**src/rtl/yakirouter_pkg.sv**
```systemverilog
// yakirouter_pkg: shared sizes and types for the 2x4 YakiRouter scheduler
package yakirouter_pkg;
  localparam int NUM_IN = 2;
  localparam int NUM_OUT = 4;
  localparam int DST_W = 2;
  localparam int HDR_LEN_W = 6;
  typedef enum logic {IDLE, ACTIVE} out_state_t;
  typedef struct packed {
    logic [DST_W-1:0] dst;
    logic [HDR_LEN_W-1:0] len;
  } hdr_t;
endpackage

```
**src/rtl/yakirouter_rr_arb2.sv**
```systemverilog
// yakirouter_rr_arb2: two-requester round-robin arbiter, priority flips away from each winner
module yakirouter_rr_arb2 (
  input  logic       clk,
  input  logic       rst_n,
  input  logic [1:0] req,
  input  logic       upd,
  output logic       vld,
  output logic       win
);
  logic prio;
  always_comb begin
    vld = |req;
    win = req[1] & (~req[0] | prio);
  end
  always_ff @(posedge clk or negedge rst_n)
    if (!rst_n) prio <= 1'b0;
    else if (upd) prio <= ~win;
endmodule

```
**src/rtl/yakirouter_sched.sv**
```systemverilog
// yakirouter_sched: per-output packet scheduler and crossbar control for the 2x4 YakiRouter
module yakirouter_sched
  import yakirouter_pkg::*;
#(
  parameter int LEN_W = 6
) (
  input  logic                              i_clk,
  input  logic                              i_rstn,
  input  logic [NUM_IN-1:0]                 i_hdr_vld,
  input  logic [NUM_IN-1:0][DST_W-1:0]      i_hdr_dst,
  input  logic [NUM_IN-1:0][LEN_W-1:0]      i_hdr_len,
  input  logic [NUM_IN-1:0]                 i_beat_vld,
  output logic [NUM_IN-1:0]                 o_hdr_ack,
  output logic [NUM_IN-1:0]                 o_in_busy,
  output logic [NUM_OUT-1:0]                o_out_en,
  output logic [NUM_OUT-1:0]                o_out_src,
  output logic                              o_error
);
  out_state_t state [NUM_OUT];
  logic [LEN_W-1:0] rem [NUM_OUT];
  logic [NUM_IN-1:0] elig, zreq, grant_in, clr_in;
  logic [NUM_OUT-1:0][NUM_IN-1:0] req;
  logic [NUM_OUT-1:0] gvld, gwin, done;
  always_comb begin
    elig = i_hdr_vld & ~o_in_busy & ~o_hdr_ack;
    zreq = '0;
    req = '0;
    o_out_en = '0;
    done = '0;
    clr_in = '0;
    for (int i = 0; i < NUM_IN; i++)
      zreq[i] = elig[i] && i_hdr_len[i] == '0 && state[i_hdr_dst[i]] == IDLE;
    for (int o = 0; o < NUM_OUT; o++) begin
      for (int i = 0; i < NUM_IN; i++)
        req[o][i] = elig[i] && i_hdr_dst[i] == DST_W'(o) && i_hdr_len[i] != '0 && state[o] == IDLE;
      o_out_en[o] = state[o] == ACTIVE && i_beat_vld[o_out_src[o]];
      done[o] = o_out_en[o] && rem[o] == LEN_W'(1);
      clr_in[o_out_src[o]] = clr_in[o_out_src[o]] | done[o];
    end
  end
  always_comb begin
    grant_in = '0;
    for (int o = 0; o < NUM_OUT; o++)
      grant_in[gwin[o]] = grant_in[gwin[o]] | gvld[o];
  end
  for (genvar g = 0; g < NUM_OUT; g++) begin : g_arb
    yakirouter_rr_arb2 u_arb (
      .clk  (i_clk),
      .rst_n(i_rstn),
      .req  (req[g]),
      .upd  (gvld[g]),
      .vld  (gvld[g]),
      .win  (gwin[g])
    );
  end
  // a beat on a non-busy input is dropped and flagged alongside zero-length headers
  always_ff @(posedge i_clk or negedge i_rstn)
    if (!i_rstn) begin
      o_hdr_ack <= '0;
      o_in_busy <= '0;
      o_out_src <= '0;
      o_error <= 1'b0;
      for (int o = 0; o < NUM_OUT; o++) begin
        state[o] <= IDLE;
        rem[o] <= '0;
      end
    end else begin
      o_hdr_ack <= grant_in | zreq;
      o_in_busy <= (o_in_busy | grant_in) & ~clr_in;
      o_error <= |zreq || |(i_beat_vld & ~o_in_busy);
      for (int o = 0; o < NUM_OUT; o++)
        if (gvld[o]) begin
          state[o] <= ACTIVE;
          rem[o] <= i_hdr_len[gwin[o]];
          o_out_src[o] <= gwin[o];
        end else if (o_out_en[o]) begin
          rem[o] <= rem[o] - 1'b1;
          state[o] <= done[o] ? IDLE : ACTIVE;
        end
    end
endmodule

```
**config.mk**
```make
export PLATFORM = sky130hd
export DESIGN_NAME = yakirouter_sched
export DESIGN_NICKNAME = d
export VERILOG_FILES = /design/src/rtl/yakirouter_pkg.sv /design/src/rtl/yakirouter_rr_arb2.sv /design/src/rtl/yakirouter_sched.sv
export SDC_FILE = /design/constraint.sdc
export NUM_CORES = 1
export LEC_CHECK = 0
export ABC_AREA = 1
export CORE_UTILIZATION = 60
export CTS_CLUSTER_SIZE = 10
export DETAILED_ROUTE_END_ITERATION = 6
export PLACE_DENSITY = 0.85
export SLEW_MARGIN = 20
export SYNTH_ARGS = -nofsm -noshare
export SYNTH_HDL_FRONTEND = slang
export SYNTH_SLANG_ARGS = --single-unit
export TNS_END_PERCENT = 5
```
**constraint.sdc**
```tcl
create_clock -name i_clk -period 3.45 [get_ports i_clk]
set_clock_uncertainty 0.2 [all_clocks]
set_input_delay 0.69 -clock i_clk [delete_from_list [all_inputs] [get_ports i_clk]]
set_output_delay 0.69 -clock i_clk [all_outputs]
set_load 0.005 [all_outputs]
```
After elaboration in Yosys (flattened, before gate mapping) --
Index checks and enable logic that the tools add are counted.
Word-level totals: flip-flop bits (word level) 41, bits in latches 0, bits in writable memories 0, memory bits (read-only) 0, input port bits 22, word-level logic and storage cells 233, memories kept 0
Cells by class: add/sub/neg operators 4, $mul 0, divide/modulo/power cells 0, $lt $le $gt $ge 18, eq/ne operators 10, shift-type cells 0, multiplexer cells 78, bitwise gates (word level) 43, reduce and logical (&&, ||, !) cells 61
Operators by type and width (number):
- 6-bit two-way mux | 16
- 1-bit two-way mux | 46
- 1-bit logical AND | 44
- 6-bit by 1-bit equality test with 1-bit output, second input constant | 4
- 6-bit by 1-bit subtractor with 6-bit output, second input constant | 4
- 1-bit by 2-bit less-than comparator with 1-bit output, second input constant | 8
- 1-bit NOT | 14
- 2-bit bitwise AND | 6
- 2-bit bitwise mux | 6
- 6-bit zero test | 2
- 1-bit bitwise OR | 12
- 6-bit nonzero test | 2
- 2-bit OR reduction | 6
- 1-bit demux with 1-bit select | 8
- 2-bit equality test, second input constant | 4
- 1-bit greater-or-equal comparator, second input constant | 8
- 2-bit nonzero test | 4
- 3-bit greater-or-equal comparator, second input constant | 2
- 2-bit NOT | 3
- 2-bit NOT with 3-bit output | 2
- 1-bit bitwise AND | 4
- 1-bit binary-select mux with 2-bit select | 2
- 2-bit by 1-bit equality test with 1-bit output, second input constant | 2
- 2-bit zero test | 2
- other kinds (2) | 3

Depth between registers and ports, before layout --
Gate-level depths: netlist (run 1).
word-level depth 28, gate-level depth with buffers 11, depth with buffers taken out 11

Cells and area by module --
A second synthesis (run 1) with hierarchy kept.
Second synthesis, totals: cells, all modules 429, area total of the unflattened synthesis 2831.5 µm²
By module, submodules not included:
- yakirouter_sched | instances 1, cells an instance 393, area each 2591.2 µm²
- yakirouter_rr_arb2 | instances 4, cells an instance 9, area each 60.1 µm²

Worst setup path after synthesis (run 1) --
OpenSTA, ideal clock, no wires.
path type input-to-output, from in i_beat_vld[0], to out o_out_en[0], arrival time 1.088 ns, path slack 1.472 ns, cell stages on the path 4, buffers on the path 0, cell sequence nor2_1 > nor2_1 > nand2_1 > inv_1
On the way: cells in the longest elaborated chain, start to end 3
Ends and longest elaborated chain:
- from (decl) | line yakirouter_sched.sv:12 | input logic [NUM_IN-1:0] i_beat_vld,
- 1-bit two-way mux (implied by the code) (2 in series) | line yakirouter_sched.sv:36 | o_out_en[o] = state[o] == ACTIVE && i_beat_vld[o_out_src[o]];
- 1-bit logical AND | line yakirouter_sched.sv:36
- to (decl) | line yakirouter_sched.sv:15 | output logic [NUM_OUT-1:0] o_out_en,
Every way passes these cells. The select of a mux whose other input is x is not followed.

Worst setup path after layout (run 1) --
Ends and elaborated chain as after synthesis.

==> flow_metrics.py, run 1 <==
metrics = {
    "grt": {
        "grt_antenna_before_repair": 0,
        "grtUsageTotal_pct": 32.3,
        "grt_pass1_wl_um": 13100,
        "number_of_global_route_vias_before_repair": 2947,
        "grt_remaining_overflow": 0,
        "grt_start_max_net_pins": 42,
    },
    "pwr": {
        "intPower_mw": 1.14,
        "pwr_density_cell_mw_per_mm2": 543,
        "seqPwrFrac_pct": 40.8,
        "p_switching_mw": 0.767,
        "sw_frac_of_total_pct": 40.2,
        "pwr-share-comb_pct": 41.0,
        "max-vdd-ir-drop_uv": 361,
        "clock_power_share_pct": 18.2,
        "p_leak_nw": 1.79,
    },
    "flow_run": {
        "cap_violations": 0,
    },
    "logic_synthesis": {
        "synth.cell_area_mm2": 0.00299,
        "synth.ff_latch_count": 41,
        "yosys.cell_types.count": 23,
        "synthesis.area_per_instance_um2": 6.59,
        "synth_seq_area_share_pct": 34.4,
        "synthesis.nets": 483,
        "synth_cells": 453,
        "ys.warnings.count": 0,
    },
    "floorplan": {
        "die_x_um": 72.5,
        "die_area_mm2": 0.00526,
        "initial_utilization_pct": 62.8,
        "floorplan.core_area_mm2": 0.00475,
        "placementRows": 25,
        "num_io_pins": 35,
        "die_y_um": 72.5,
    },
    "critical_path": {
        "worstSetupPathType": "input port to output pin",
        "worst-path-max-fanout": 7,
        "setup.worst_path.end_class": "output pin",
        "startpoint_type": "input port",
        "reg2regPathDepth": 8,
        "cp.required_ps": 2560,
        "setup_slack_of_the_worst_register_to_register_path_ps": 1560,
        "timing.critical_path.arrival_ps": 2230,
    },
    "place": {
        "numPortBuffers": 34,
        "place_ws_ps": 329,
        "placement.cell_area_mm2": 0.00341,
        "gp_congestion": 0.926,
        "detailedPlacementHpwl_um": 6090,
    },
    "sta": {
        "setup_repair_after_global_routing_missed_its_margin": "false",
        "worst_pin_slew_ps": 926,
        "hold_violations": 0,
        "maxSlewViolCount": 0,
        "final.setup.tns_ps": 0,
        "period_needed_ps": 3120,
        "post-route-period-util_pct": 90.4,
        "slew_headroom_pct": 38.2,
        "setup-violations-final": 0,
        "achievable-frequency_mhz": 321,
        "fin_ws_ps": 333,
    },
    "final_layout": {
        "layout_commonest_cell": "nor2_1",
        "layout.area.seq_mm2": 0.00103,
        "fin_area_mm2": 0.00351,
        "insertedDiodeCount": 0,
        "layout-drive-gt1-share_pct": 10.1,
        "layout-area-overhead-vs-synth_pct": 17.7,
        "nFillCells": 383,
        "mostFrequentLayoutCells": "nor2_1 (112), nand2_1 (82), inv_1 (54)",
        "multi_input_area_mm2": 0.00171,
        "final_core_util_pct": 73.9,
        "final_net_count": 525,
    },
    "drt": {
        "firstDrtPassIters": 6,
        "drc": 0,
        "drtAntennaViolNets": 0,
        "avgRoutedWirePerCell_um": 13.9,
        "route.vias.total": 3076,
        "detailedRoute.firstIterationViolations": 256,
        "drt_wl_total_um": 7840,
        "vias_per_cell": 5.46,
    },
    "clock_tree": {
        "tritoncts": "yes",
        "max-clock-path-buffers": 2,
        "post_cts_resize_count": 0,
        "cts_num_sinks": 41,
        "cts_root_buffer": "clkbuf_8",
        "holdBufCountCts": 0,
        "clkLatencyLatePin_ps": 300,
        "cts_inserted_buffers": 5,
        "path_clk_slew_ps": 80,
        "htree_num_levels": 2,
        "postCtsSetupBuffers": 0,
    },
    "outcome": {
        "run_status": "complete, no violations",
    },
    "hold_path": {
        "min-delay-path-class": "input port to async pin",
    },
}
## path summary, 6_finish.rpt
path,from,endpoint
min in group i_clk,rem[11],rem[11]
worst max register to register,o_in_busy[1],o_in_busy[0]
worst max-delay path,i_beat_vld[0],o_out_en[0]
worst min register to register,rem[11],rem[11]
max in group asynchronous,i_rstn,g_arb[2].u_arb.prio
worst min-delay path,i_rstn,state[2]
## cell usage after synthesis
library cell,instances,area [um^2]
o2111ai_1,1,8.76
nand2_4,2,22.5
nor2_4,2,22.5
nand4_1,8,50.1
inv_1,54,203
nor2_1,112,420
ha_1,8,100
xnor2_1,4,35.0
nand3_1,48,240
inv_4,1,6.26
nor2_2,8,50.1
xor2_1,11,96.3
nor3_1,6,30.0
nand4_2,1,12.5
nand2_1,82,308
dfrtp_1,41,1030
o21ai_1,1,5.00
nand2_2,8,50.1
inv_2,10,37.5
o21ai_0,30,150
o21ai_2,3,26.3
nand3_2,5,50.1
a21oi_1,7,35.0
## registers in the layout (all words and copies together), names as in the netlist
name and cells:
o_error 1, o_hdr_ack 2, rem 24, o_in_busy 2
o_out_src 4, state 4, g_arb.u_arb.prio 4
## power by group through the flow
stage / clock network [mW] / registers [mW] / logic (mW)
after CTS: 0.351 / 0.776 / 0.782
after detailed placement: 0 / 0.785 / 0.775
after global routing: 0.377 / 0.796 / 0.897
after global placement: 0 / 0.777 / 0.747
final: 0.347 / 0.778 / 0.783
after floorplan: 0 / 0.756 / 0.552
## through the flow
step	total power, mW	instances	hold WS (ps)
final	1.91	563	309
after floorplan	1.31	453	194
after global placement	1.52	555	303
after CTS	1.91	563	332
after detailed placement	1.56	555	312
after global routing	2.07	563	343
## critical path: stages
cell and delay [ps]:
clkdlybuf4s50_1 550, nor2_1 70, nor2_1 110, nand2_1 170, inv_1 130, clkdlybuf4s50_1 500
## layer usage
| metal | track usage, % | share of wire [%] | up-vias |
|---|---|---|---|
| met5 | 0 | 0 | - |
| met1 | 40.6 | 43 | 1388 |
| met4 | 16.3 | 2.9 | 0 |
| met2 | 52.8 | 47 | 147 |
| li1 | - | - | 1514 |
| met3 | 6.67 | 7.8 | 27 |
## final cells by class
class | instances | area share [%]
clock buffers | 7 | 2.74
clock inverters | 1 | 0.142
inverters | 65 | 7.02
multi-input cells | 347 | 48.8
flip-flops and latches | 41 | 29.2
well taps | 67 | 2.39
repair buffers | 35 | 9.76
## cell families after synthesis
logic type | count (synthesis) | share of synthesized area [%]
and+or+nand+nor | 282 | 42.1
adders and majority gates | 8 | 3.35
buffers and inverters | 65 | 8.26
AOI/OAI and AO/OA | 42 | 7.54
DFF | 41 | 34.4
xor gates and xnor gates | 15 | 4.40
Power figures use the tool's default switching activity.
==> run 2, diff against run 1 <==
Settings changed: CORE_MARGIN set to 5.
==> flow_metrics.py, run 2 (same netlist as run 1, synthesis figures left out) <==
metrics = {
    "clock_tree": {
        "clkLatencyLatePin_ps": 300,
        "cts_root_buffer": "clkbuf_8",
        "cts_inserted_buffers": 5,
        "post_cts_resize_count": 0,
        "tritoncts": "yes",
        "htree_num_levels": 2,
        "path_clk_slew_ps": 70,
        "cts_num_sinks": 41,
        "postCtsSetupBuffers": 0,
        "max-clock-path-buffers": 2,
        "holdBufCountCts": 0,
    },
    "floorplan": {
        "placementRows": 25,
        "num_io_pins": 35,
        "die_area_mm2": 0.00649,
        "initial_utilization_pct": 62.4,
        "floorplan.core_area_mm2": 0.00479,
        "die_y_um": 80.5,
        "die_x_um": 80.5,
    },
    "sta": {
        "fin_ws_ps": 316,
        "achievable-frequency_mhz": 319,
        "maxSlewViolCount": 0,
        "slew_headroom_pct": 39.1,
        "setup_repair_after_global_routing_missed_its_margin": "false",
        "worst_pin_slew_ps": 914,
        "setup-violations-final": 0,
        "hold_violations": 0,
        "post-route-period-util_pct": 90.8,
        "period_needed_ps": 3130,
        "final.setup.tns_ps": 0,
    },
    "place": {
        "gp_congestion": 0.946,
        "placed_cells": 554,
        "detailedPlacementHpwl_um": 6240,
        "numPortBuffers": 34,
        "placement.cell_area_mm2": 0.00340,
        "place_ws_ps": 329,
    },
    "pwr": {
        "max-vdd-ir-drop_uv": 359,
        "pwr_density_cell_mw_per_mm2": 538,
        "sw_frac_of_total_pct": 40.4,
        "seqPwrFrac_pct": 41.5,
        "pwr-share-comb_pct": 41.8,
        "clock_power_share_pct": 16.7,
        "p_switching_mw": 0.758,
        "p_leak_nw": 1.78,
        "intPower_mw": 1.12,
    },
    "drt": {
        "avgRoutedWirePerCell_um": 14.0,
        "route.vias.total": 3063,
        "detailedRoute.firstIterationViolations": 223,
        "drtAntennaViolNets": 0,
        "drt_wl_total_um": 7860,
        "vias_per_cell": 5.46,
        "firstDrtPassIters": 5,
        "drc": 0,
    },
    "final_layout": {
        "max_flop_register": "rem",
        "layout-drive-gt1-share_pct": 9.51,
        "layout_commonest_cell": "nor2_1",
        "instances_no_fill": 561,
        "insertedDiodeCount": 0,
        "final_net_count": 524,
        "mostFrequentLayoutCells": "nor2_1 (112), nand2_1 (82), inv_1 (54)",
        "final_core_util_pct": 72.9,
        "nFillCells": 388,
        "layout-area-overhead-vs-synth_pct": 16.9,
        "fin_area_mm2": 0.00349,
        "flip_flop_count_of_the_largest_register_all_copies_and_words_added": 24,
    },
    "flow_run": {
        "cap_violations": 0,
    },
    "critical_path": {
        "crit_path_top_delay_cell": "clkdlybuf4s50_1",
        "crit-reg2reg-capture": "o_in_busy[0]",
        "r2r-start": "state[0]",
        "kind_of_cell_adding_the_most_delay_to_the_critical_path": "buffers and inverters",
        "crit_chain": "clkdlybuf4s50_1, nor2_1, nor2_1, nand2_1, inv_1, clkdlybuf4s50_1",
        "cp.required_ps": 2560,
        "worstSetupPathType": "input port to output pin",
        "setup_slack_of_the_worst_register_to_register_path_ps": 1520,
        "setup.worst_path.end_class": "output pin",
        "reg2regPathDepth": 8,
        "worst-path-max-fanout": 9,
        "critical-path-max-stage-delay_ps": 560,
        "startpoint_type": "input port",
        "critical_path.n_buffers_inverters": 3,
        "timing.critical_path.arrival_ps": 2240,
    },
    "hold_path": {
        "min-delay-path-class": "input port to async pin",
    },
    "grt": {
        "grt_pass1_wl_um": 13600,
        "grt_start_max_net_pins": 42,
        "grtUsageTotal_pct": 27.0,
        "number_of_global_route_vias_before_repair": 3006,
        "grt_remaining_overflow": 0,
        "grt_antenna_before_repair": 0,
    },
    "outcome": {
        "run_status": "complete, no violations",
    },
}
## run 2: power by group through the flow
stage	logic, mW	registers [mW]	clock network (mW)
6_report	0.784	0.779	0.313
5_1_grt	0.901	0.802	0.344
4_1_cts	0.781	0.775	0.323
3_5_place_dp	0.776	0.786	0
3_3_place_gp	0.757	0.779	0
2_1_floorplan	0.552	0.756	0
## run 2: metal layers
layer,track usage [%],share of wire (%),up-vias
met5,0,0,-
met4,10.8,2.3,0
met3,4.37,7.5,22
met2,45.5,48,126
met1,34.2,42,1405
li1,-,-,1510
## run 2: worst max-delay path by stage
stage / startpoint / to / depth (start not counted)
floorplan: i_beat_vld[0] / o_out_en[0] / 4
global placement: i_beat_vld[0] / o_out_en[0] / 6
detailed placement: i_beat_vld[0] / o_out_en[0] / 6
CTS: i_beat_vld[0] / o_out_en[0] / 6
global route: i_beat_vld[0] / o_out_en[3] / 6
finish: i_beat_vld[0] / o_out_en[3] / 6
## run 2: area by class of cell
type / count / area [um^2] / share of cell area, %
Timing Repair Buffer: 34 / 335 / 9.61
Multi-Input combinational cell: 347 / 1710 / 49.1
Inverter: 65 / 246 / 7.06
Tap cell: 67 / 83.8 / 2.40
Clock buffer: 7 / 86.3 / 2.47
Sequential cell: 41 / 1030 / 29.4
## run 2: worst register-to-register path: cells and delay by family, from the launching register on
kind	cells	cell delay, ps
simple gates	5	670
flops	1	400
compound gates	2	370
buf+inv	1	170
## run 2: per-stage QoR
step	power (mW)	hold slack, ps
6_report	1.88	323
4_1_cts	1.88	345
5_1_grt	2.05	366
2_1_floorplan	1.31	194
3_5_place_dp	1.56	328
3_3_place_gp	1.54	304
